==> src/rtl/egr_tu12_mc.sv <==
// egr_tu12_mc: multichannel TU-12 egress demapper.
// Serves NCH time-sliced TU-12s. Each channel keeps its own multiframe row
// counter, active/pending V5 offset, BIP-2 accumulator and payload FIFO.
// Payload FIFOs share one RAM, addressed as {channel, slot}.
module egr_tu12_mc #(
  parameter int WIDTH = 8,
  parameter int NCH   = 21,
  parameter int CHW   = 5,
  parameter int DEPTH = 8
) (
  input  logic             clk,
  input  logic             rst,
  input  logic             rxsof,
  input  logic             din_vld,
  input  logic [CHW-1:0]   din_ch,
  input  logic [WIDTH-1:0] datain,
  input  logic             ptr_vld,
  input  logic [CHW-1:0]   ptr_ch,
  input  logic [9:0]       ptr_off,
  input  logic             rd_en,
  input  logic [CHW-1:0]   rd_ch,
  output logic [WIDTH-1:0] dout,
  output logic             dout_vld,
  output logic             rei_vld,
  output logic [CHW-1:0]   rei_ch,
  output logic             rei_bip2,
  output logic             ovf,
  output logic             unf
);

  localparam int NSLOT = 1 << CHW;
  localparam int PW    = $clog2(DEPTH);
  localparam int CW    = PW + 1;
  localparam logic [CW-1:0]  FULL  = CW'(DEPTH);
  localparam logic [CHW:0]   NCH_L = NCH[CHW:0];

  // V5 position in the 140-byte VC-12 area, skipping the V1..V4 rows.
  // Offsets are range-checked on entry, so the low 8 bits carry the value.
  function automatic logic [7:0] v5_row(input logic [9:0] o);
    logic [7:0] r;
    if (o <= 10'd34)       r = o[7:0] + 8'd37;
    else if (o <= 10'd69)  r = o[7:0] + 8'd38;
    else if (o <= 10'd104) r = o[7:0] + 8'd39;
    else                   r = o[7:0] - 8'd104;
    return r;
  endfunction

  // Per-channel state gathered into packed vectors for channel-indexed reads
  logic [NSLOT-1:0][7:0]    row_all;
  logic [NSLOT-1:0][9:0]    off_all;
  logic [NSLOT-1:0][1:0]    acc_all;
  logic [NSLOT-1:0]         bip_ok_all;
  logic [NSLOT-1:0][PW-1:0] wptr_all;
  logic [NSLOT-1:0][PW-1:0] rptr_all;
  logic [NSLOT-1:0][CW-1:0] cnt_all;

  logic [WIDTH-1:0] mem [NSLOT*DEPTH];

  logic       din_hit;
  logic [7:0] cur_row;
  logic [7:0] cur_v5;
  logic       cur_ptr;
  logic       cur_is_v5;
  logic [1:0] byte_par;
  logic       wr_req;
  logic       wr_ok;
  logic       rd_ok;
  logic       rei_fire;

  // A byte in the rxsof cycle or for a non-existent channel is dropped
  assign din_hit   = din_vld && !rxsof && ({1'b0, din_ch} < NCH_L);
  assign cur_row   = row_all[din_ch];
  assign cur_v5    = v5_row(off_all[din_ch]);
  assign cur_ptr   = (cur_row == 8'd0) || (cur_row == 8'd36) ||
                     (cur_row == 8'd72) || (cur_row == 8'd108);
  assign cur_is_v5 = !cur_ptr && (cur_row == cur_v5);
  assign byte_par  = {^(datain[7:0] & 8'hAA), ^(datain[7:0] & 8'h55)};
  assign wr_req    = din_hit && !cur_ptr && !cur_is_v5;
  // Idle channel slots report count 0, so reads of them underflow
  assign rd_ok     = rd_en && (cnt_all[rd_ch] != '0);
  // A read of the same full channel frees a slot for this write
  assign wr_ok     = wr_req && ((cnt_all[din_ch] != FULL) || (rd_ok && (rd_ch == din_ch)));
  assign rei_fire  = din_hit && cur_is_v5 && bip_ok_all[din_ch];

  genvar gi;
  generate
    for (gi = 0; gi < NSLOT; gi++) begin : g_ch
      if (gi < NCH) begin : g_live
        logic          sel;
        logic          apply;
        logic          flush;
        logic          wr_here;
        logic          rd_here;
        logic [7:0]    row_reg;
        logic [9:0]    off_reg;
        logic [9:0]    pend_reg;
        logic [1:0]    acc_reg;
        logic          bip_ok_reg;
        logic [PW-1:0] wptr_reg;
        logic [PW-1:0] rptr_reg;
        logic [CW-1:0] cnt_reg;

        assign sel     = din_hit && (din_ch == CHW'(gi));
        // Pending offset takes effect at the multiframe boundary
        assign apply   = rxsof || (sel && (row_reg == 8'd143));
        assign flush   = apply && (pend_reg != off_reg);
        assign wr_here = wr_ok && (din_ch == CHW'(gi));
        assign rd_here = rd_ok && (rd_ch == CHW'(gi));

        // Row tracking, pointer offset handover and BIP-2 accumulation
        always_ff @(posedge clk or negedge rst) begin
          if (!rst) begin
            row_reg    <= '0;
            off_reg    <= '0;
            pend_reg   <= '0;
            acc_reg    <= '0;
            bip_ok_reg <= 1'b0;
          end else begin
            if (ptr_vld && (ptr_ch == CHW'(gi)) && (ptr_off <= 10'd139))
              pend_reg <= ptr_off;
            if (rxsof)
              row_reg <= '0;
            else if (sel)
              row_reg <= (row_reg == 8'd143) ? 8'd0 : row_reg + 8'd1;
            if (sel && !cur_ptr) begin
              if (cur_is_v5) begin
                acc_reg    <= byte_par;
                bip_ok_reg <= 1'b1;
              end else begin
                acc_reg <= acc_reg ^ byte_par;
              end
            end
            // A changed offset invalidates the running BIP; this wins over a V5 at row 143
            if (apply) begin
              off_reg <= pend_reg;
              if (pend_reg != off_reg)
                bip_ok_reg <= 1'b0;
            end
          end
        end

        // FIFO pointers; a flush empties the channel regardless of same-cycle traffic
        always_ff @(posedge clk or negedge rst) begin
          if (!rst) begin
            wptr_reg <= '0;
            rptr_reg <= '0;
            cnt_reg  <= '0;
          end else if (flush) begin
            wptr_reg <= '0;
            rptr_reg <= '0;
            cnt_reg  <= '0;
          end else begin
            if (wr_here) wptr_reg <= wptr_reg + PW'(1);
            if (rd_here) rptr_reg <= rptr_reg + PW'(1);
            cnt_reg <= cnt_reg + CW'(wr_here) - CW'(rd_here);
          end
        end

        assign row_all[gi]    = row_reg;
        assign off_all[gi]    = off_reg;
        assign acc_all[gi]    = acc_reg;
        assign bip_ok_all[gi] = bip_ok_reg;
        assign wptr_all[gi]   = wptr_reg;
        assign rptr_all[gi]   = rptr_reg;
        assign cnt_all[gi]    = cnt_reg;
      end else begin : g_idle
        assign row_all[gi]    = '0;
        assign off_all[gi]    = '0;
        assign acc_all[gi]    = '0;
        assign bip_ok_all[gi] = 1'b0;
        assign wptr_all[gi]   = '0;
        assign rptr_all[gi]   = '0;
        assign cnt_all[gi]    = '0;
      end
    end
  endgenerate

  // Shared payload RAM write port
  always_ff @(posedge clk) begin
    if (wr_ok)
      mem[{din_ch, wptr_all[din_ch]}] <= datain;
  end

  // Registered read data, REI report and error pulses
  always_ff @(posedge clk or negedge rst) begin
    if (!rst) begin
      dout     <= '0;
      dout_vld <= 1'b0;
      rei_vld  <= 1'b0;
      rei_ch   <= '0;
      rei_bip2 <= 1'b0;
      ovf      <= 1'b0;
      unf      <= 1'b0;
    end else begin
      dout_vld <= rd_ok;
      if (rd_ok)
        dout <= mem[{rd_ch, rptr_all[rd_ch]}];
      rei_vld <= rei_fire;
      if (rei_fire) begin
        rei_ch   <= din_ch;
        rei_bip2 <= |(acc_all[din_ch] ^ datain[7:6]);
      end
      ovf <= wr_req && !wr_ok;
      unf <= rd_en && !rd_ok;
    end
  end

endmodule

==> config.mk <==
export PLATFORM = sky130hd
export DESIGN_NAME = egr_tu12_mc
export DESIGN_NICKNAME = d
export VERILOG_FILES = /design/src/rtl/egr_tu12_mc.sv
export SDC_FILE = /design/constraint.sdc
export NUM_CORES = 2
export LEC_CHECK = 0
export BUFFER_PORTS_ARGS = -buffer_cell sky130_fd_sc_hd__clkbuf_2
export CAP_MARGIN = 5
export CORE_UTILIZATION = 40
export DETAILED_ROUTE_END_ITERATION = 6
export GPL_ROUTABILITY_DRIVEN = 1
export HOLD_SLACK_MARGIN = 0.15
export PLACE_DENSITY = 0.64
export SLEW_MARGIN = 0
export SYNTH_ARGS = -nofsm -noshare
export SYNTH_HDL_FRONTEND = slang
export SYNTH_SLANG_ARGS = --single-unit
==> constraint.sdc <==
create_clock -name clk -period 6 [get_ports clk]
set_clock_uncertainty 0.05 [all_clocks]
set_input_delay 0.3 -clock clk [delete_from_list [all_inputs] [get_ports clk]]
set_output_delay 0.3 -clock clk [all_outputs]
set_load 0.01 [all_outputs]
# --- Word level (Yosys, flattened, before mapping) ---
# Memory sizes are Yosys's and may differ from the RTL's. A register that Yosys moved wholly into a read port is not among the register bits.
# Cells that the tools add are included.
# W data, S select, Z words.
word_totals:
  reg_bits: 871
  ram_bits: 2048
  output_inout_bits: 18
  wordCells: 997
  memories: 1
memory_table:
  columns: ["memory", "words", "width", "rd", "rd_ports_with_merged_regs", "write_ports", "line", "rtl"]
  rows:
  - ["mem", 256, 8, 1, 1, 1, "57", "logic [WIDTH-1:0] mem [NSLOT*DEPTH];"]
classes:
  n_addsub: 109
  order_cmp: 7
  eq_ne: 108
  mux: 294
  bitwise_logic: 22
  n_reduce_logical: 282
op_table:
  columns: ["operator", "n"]
  rows:
  - ["$mux W8", 67]
  - ["$mux W3", 86]
  - ["$ne A10 B10 Y1", 21]
  - ["$logic_and A1 B1 Y1", 180]
  - ["$add A8 B1 Y8 const B", 21]
  - ["$eq A8 B8 Y1 const B", 21]
  - ["$add A3 B1 Y3 const B", 42]
  - ["$reduce_bool A2 Y1", 63]
  - ["$eq A5 B4 Y1 const B", 24]
  - ["$mux W4", 23]
  - ["$mux W1", 87]
  - ["$add A4 B1 Y4", 21]
  - ["$sub A4 B1 Y4", 21]
  - ["$eq A5 B5 Y1 const B", 15]
  - ["$eq A5 B3 Y1 const B", 12]
  - ["$bmux W10 S5", 1]
  - ["$mux W2", 22]
  - ["$xor A2 B2 Y2", 22]
  - ["$bmux W4 S5", 2]
  - ["$bmux W8 S5", 1]
  - ["$bmux W3 S5", 2]
  - ["$eq A5 B2 Y1 const B", 6]
  - ["$logic_or A1 B1 Y1", 25]
  - ["$add A8 B6 Y8 const B", 3]
  - ["other kinds (21)", 34]

# --- Longest topological paths before layout ---
depth:
  word_depth: 15
  ltp_mapped: 29
  mapped_depth_nobuf: 22

# --- Least setup slack after synthesis ---
# No wires, ideal clock.
synth_timing:
  path_kind: "input port to flip-flop"
  from: "input din_ch[1]"
  to: "memory mem[112][0], enable pin"
  arrival_time_ns: 5.124
  t_required_ns: 5.555
  setup_slack_ns: 0.432
  cell_stages: 22
  path_cell_list: "buf_2 > buf_2 > mux4_2 > a32o_1 > a31oi_1 > and2_1 > clkbuf_1 > inv_1 > ha_1 > nand2_1 > a31oi_1 > or4_4 > nand2_1 > o21ai_0 > a311o_1 > o2111a_1 > a31o_1 > buf_6 > buf_6 > buf_2 > buf_2 > nor4_1"
synth_via:
  elab_chain_cells: 13
  word_cells_on_any_way: 40
  classes_between: "add/sub (4); order compare (4); eq/ne (6); mux (13); reduce/logical (13)"
synth_rtl:
  columns: ["element", "line", "rtl"]
  rows:
  - ["from (decl)", "15", "input logic [CHW-1:0] din_ch,"]
  - ["$bmux W10 S5 or $bmux W8 S5 (tied branches)", "73, 72", null]
  - ["$mux W10 (implied by the code) or $mux W8 (tied branches)", "73, 72", null]
  - ["$sub A8 B7 Y8, or another cell as far along", "44", "else r = o[7:0] - 8'd104;"]
  - ["$mux W8 or $logic_or A1 B1 Y1 (tied branches)", "43, 74", null]
  - ["$mux W8 or $logic_or A1 B1 Y1 (tied branches)", "42, 74", null]
  - ["$mux W8 or $logic_or A1 B1 Y1 (tied branches)", "41, 75", null]
  - ["$eq A8 B8 Y1 or $logic_not A1 Y1 (tied branches)", "76, 78", null]
  - ["$logic_and A1 B1 Y1", "76", "assign cur_is_v5 = !cur_ptr && (cur_row == cur_v5);"]
  - ["$logic_not A1 Y1", "78", "assign wr_req = din_hit && !cur_ptr && !cur_is_v5;"]
  - ["$logic_and A1 B1 Y1", "78", null]
  - ["$logic_and A1 B1 Y1", "82", "assign wr_ok = wr_req && ((cnt_all[din_ch] != FULL) || (rd_ok && (rd_ch == din_ch)));"]
  - ["$mux W1", "180", "if (wr_ok)"]
  - ["$mux W1 (implied by the code)", "181", "mem[{din_ch, wptr_all[din_ch]}] <= datain;"]
  - ["to (decl)", "57", null]
# Several ways; a longest one is shown, not always the timed one. The select of a mux whose other input is x is not followed.

# --- Worst setup path in the final report ---
layout_timing:
  from: "register g_ch[6].g_live.off_reg[1]"
  to: "register g_ch[9].g_live.cnt_reg[2]"
layout_via:
  elab_chain_cells: 15
  word_cells_on_any_way: 21
  classes_between: "add/sub (6); order compare (3); eq/ne (1); mux (6); reduce/logical (5)"
layout_rtl:
  columns: ["element", "line", "rtl"]
  rows:
  - ["from (decl)", "95", "logic [9:0] off_reg;"]
  - ["from (signal assigned)", "135", "off_reg <= pend_reg;"]
  - ["$bmux W10 S5 *", "73", "assign cur_v5 = v5_row(off_all[din_ch]);"]
  - ["$mux W10 (implied by the code) *", "73", null]
  - ["$sub A8 B7 Y8, or another cell as far along", "44", null]
  - ["$mux W8", "43", "else if (o <= 10'd104) r = o[7:0] + 8'd39;"]
  - ["$mux W8", "42", "else if (o <= 10'd69) r = o[7:0] + 8'd38;"]
  - ["$mux W8 *", "41", "if (o <= 10'd34) r = o[7:0] + 8'd37;"]
  - ["$eq A8 B8 Y1 *", "76", null]
  - ["$logic_and A1 B1 Y1 *", "76", null]
  - ["$logic_not A1 Y1 *", "78", null]
  - ["$logic_and A1 B1 Y1 *", "78", null]
  - ["$logic_and A1 B1 Y1 *", "82", null]
  - ["$logic_and A1 B1 Y1 *", "107", "assign wr_here = wr_ok && (din_ch == CHW'(gi));"]
  - ["$add A4 B1 Y4 *", "155", "cnt_reg <= cnt_reg + CW'(wr_here) - CW'(rd_here);"]
  - ["$sub A4 B1 Y4 *", "155", null]
  - ["$mux W4 *", "148", "end else if (flush) begin"]
  - ["to (signal assigned)", "155", null]
  - ["to (decl)", "101", "logic [CW-1:0] cnt_reg;"]
# Every way passes the cells marked *; elsewhere a longest branch is shown, timed or not. The select of a mux whose other input is x is not followed.
# A chain may end at the register's enable or synchronous reset.

==> impl_results.md <==
- Post-Syn Area per Cell: roughly 12 sq um
- Total CTS buffers: 266
- Max Cap Viol: 1
- Max-slew violations: 0
- Crit path kind: reg2reg
- Final #Nets: between 9000 and 10000
- Worst slew pin tran: roughly 1.5 ns
- Mapped Cells: about 8800
- Tcrit/Tclk final: approximately 95%
- Share of flip-flops with an asynchronous set or reset: between 30% and 40%
- Fmax: between 150 and 200 MHz
- Req. time, crit path: ~6.6 ns
- Count of different cell masters after synthesis: between 90 and 100
- Vias in the first global route: around 74000
- Peak VDD IR: approximately 0.25 mV
- Clk pwr share: 40.1%
- Sequential share of the synthesized area: 61.9%
- Area Overhead vs Synth: 14.9%
- Top FF cell, synth: edfxtp_1
- Share of cells above drive strength 1: about 16%
- Core area: 0.268 sq mm
- Total grt overflow: 0
- Power after layout: approximately 40 mW
- EDFF count, synth: 1496
- Synth area leaders: edfxtp_1 42%, dfrtp_1 20%, nand2_1 5.6%
- Vias per cell: approximately 5.9
- Max reg flops: 1496
- CTS tree: built
- # DRC: 0
- Worst hold path type: in2async
- Critical path arrival: 6.31 ns
- Die Height: ~520 microns
- Total GRT Usage: 23.9%
- DR WL/cell: 25.6 microns
- Internal power: 29.4 mW
- IO Count: 57
- Largest net degree at the start of global routing: 162
- Share of total power in combinational logic: between 10% and 20%
- Violation count after the first detailed-route iteration: between 8000 and 9000
- Worst slew margin: under 10%
- Chip width: 522 microns
- Setup WS post-layout: ~0.32 ns
- Post-synth top area cell: edfxtp_1
- Vias post-DR: approximately 75000
- Yosys Warn Count: 0
- Post-place setup slack: -0.114 ns
- Clock transition at path regs: approximately 0.06 ns
- Status: finished, violations left
- Final hold vios: 0
- Die area: 0.272 sq mm
- Switch share: 26.8%
- CTS Root Cell: clkbuf_16
- Minimum clock period: between 5 and 6 ns
- Max H-tree Level: 5
- Setup TNS: 0 ns
- Yosys reg bits: around 2400
- First-pass GRT wire length: about 490000 microns
- Synth cell count leaders: 1612 x nand2_1, 1496 x edfxtp_1, 879 x dfrtp_1
- Hpwl dp: 215000 microns
- Antenna violations before repair: 12
- Cell area after synthesis: between 0.1 and 0.15 sq mm
- Post-synth top area share: just over 40%
- Drt first pass iters: 6
- P_leak: 49.0 nW
- Worst setup SP type: flop
- GPL Wtd Cong: approximately 0.91
- Sink Count: ~2400
- Flop pwr share: roughly 46%
- RSZ-0062 raised after global routing: no
- Clock Latency Late Sink: between 0.8 and 0.9 ns
- Clk buf depth: 4
- Row cnt: between 150 and 200
- PortBufs: 56
- Setup violators final: 0
- Detail Route Antenna Nets: 0
- Worst Setup End Kind: flop
- Pwr/cell area: around 320 mW/mm^2
- Violated checks: max-capacitance violations
- Routed wire length: 329000 microns
- Starting Density: approximately two fifths
- Most frequent cell after synthesis: nand2_1
- Crit-path max FO: 42
- NetSw: between 10 and 15 mW
==> worst max-delay path, cell delays in order (launching register included) <==
cell and delay, ns:
dfrtp_1 0.43, mux4_2 0.48, mux2_2 0.32, nand2_1 0.10, and3_1 0.34, ha_1 0.25, nand2_1 0.07, a31oi_2 0.30
nor4_1 0.10, nor4_1 0.36, buf_4 0.18, a2111oi_0 0.06, a211oi_1 0.40, and4_1 0.34, a31o_4 0.46, buf_12 0.27
nor2_1 0.08, ha_1 0.23, fa_1 0.43, xnor2_1 0.24, nor2_1 0.06
==> kinds of logic after synthesis <==
kind of cell / share of synthesized area, %
AND/OR/NAND/NOR: 13.9
flip-flops: 61.9
AO/OA/AOI/OAI: 7.00
multiplexers: 8.96
buffers and inverters: 2.62
XOR/XNOR: 3.42
adder cells (fa/ha/maj): 2.20
other: 0.00347
==> power groups by stage <==
| stage | registers, mW | logic [mW] | clock network, mW |
|---|---|---|---|
| floorplan | 18.6 | 3.30 | 0 |
| detailed placement | 18.8 | 5.41 | 0 |
| CTS | 18.5 | 5.46 | 16.3 |
| finish | 18.5 | 5.50 | 16.1 |
| global placement | 18.8 | 5.33 | 0 |
| global route | 18.5 | 5.92 | 16.9 |
==> cell type report <==
class,instances,area (sq um)
well taps,3552,4440
flip-flops and latches,2375,66900
diodes,7,17.5
inverters,145,544
clock inverters,118,1290
clock buffers,341,7160
repair buffers,458,3970
fillers,23800,144000
multi-input cells,5868,39800
==> path summary, 6_finish.rpt <==
kind / startpoint / to / slack [ns] / cells past startpoint
max: g_ch[6].g_live.off_reg[1] / g_ch[9].g_live.cnt_reg[2] / 0.32 / 20
min: rst / g_ch[10].g_live.pend_reg[9] / 0.19 / 3
max reg2reg: g_ch[6].g_live.off_reg[1] / g_ch[9].g_live.cnt_reg[2] / 0.32 / 20
min reg2reg: g_ch[15].g_live.bip_ok_reg / g_ch[15].g_live.bip_ok_reg / 0.45 / 2
max in group asynchronous: rst / g_ch[20].g_live.cnt_reg[0] / 4.60 / 3
min in group clk: ptr_ch[3] / g_ch[2].g_live.pend_reg[8] / 0.24 / 4
==> through the flow <==
step / cells / instance area [sq um] / hold slack (ns) / util [%]
3_3_place_gp: 12400 / 115000 / 0.327 / 43.0
5_1_grt: 12900 / 124000 / 0.228 / 46.3
2_1_floorplan: 8943 / 109000 / -0.0456 / -
6_report: 12900 / 124000 / 0.193 / 46.3
3_5_place_dp: 12400 / 115000 / 0.338 / 43.0
4_1_cts: 12900 / 124000 / 0.164 / 46.3
==> timing repair <==
| item | 4_1_cts | 5_1_grt |
|---|---|---|
| buffers inserted | 0 | 0 |
| setup endpoints to repair | 0 | 225 |
| hold buffers | 18 | 0 |
| gates resized for setup | 0 | 8 |
| endpoints found under the hold margin | 489 | 0 |
==> layout by cell type (no fill, tap or decap), types with 88 or more instances in the layout <==
cell type / n
conb_1: 152
nor2_1: 416
nor4_2: 103
dfrtp_1: 879
nand2_1: 1610
mux2i_1: 212
mux4_2: 139
nand3_1: 425
xnor2_1: 139
inv_1: 142
edfxtp_1: 1496
nor4_1: 113
buf_4: 346
o21ai_0: 136
a31oi_1: 97
clkbuf_16: 269
ha_1: 156
a21oi_1: 298
nor3_1: 88
a311oi_1: 154
xor2_1: 281
mux2_2: 393
and3_1: 157
==> metal layers <==
metal	vias to the layer above	share of wire (%)	track usage (%)
met5	-	0.0061	0
met2	3520	47	38.3
met1	38300	41	32.7
met3	668	8.4	3.50
li1	32800	-	-
met4	4	4.3	9.46
Power figures use the tool's default switching activity.
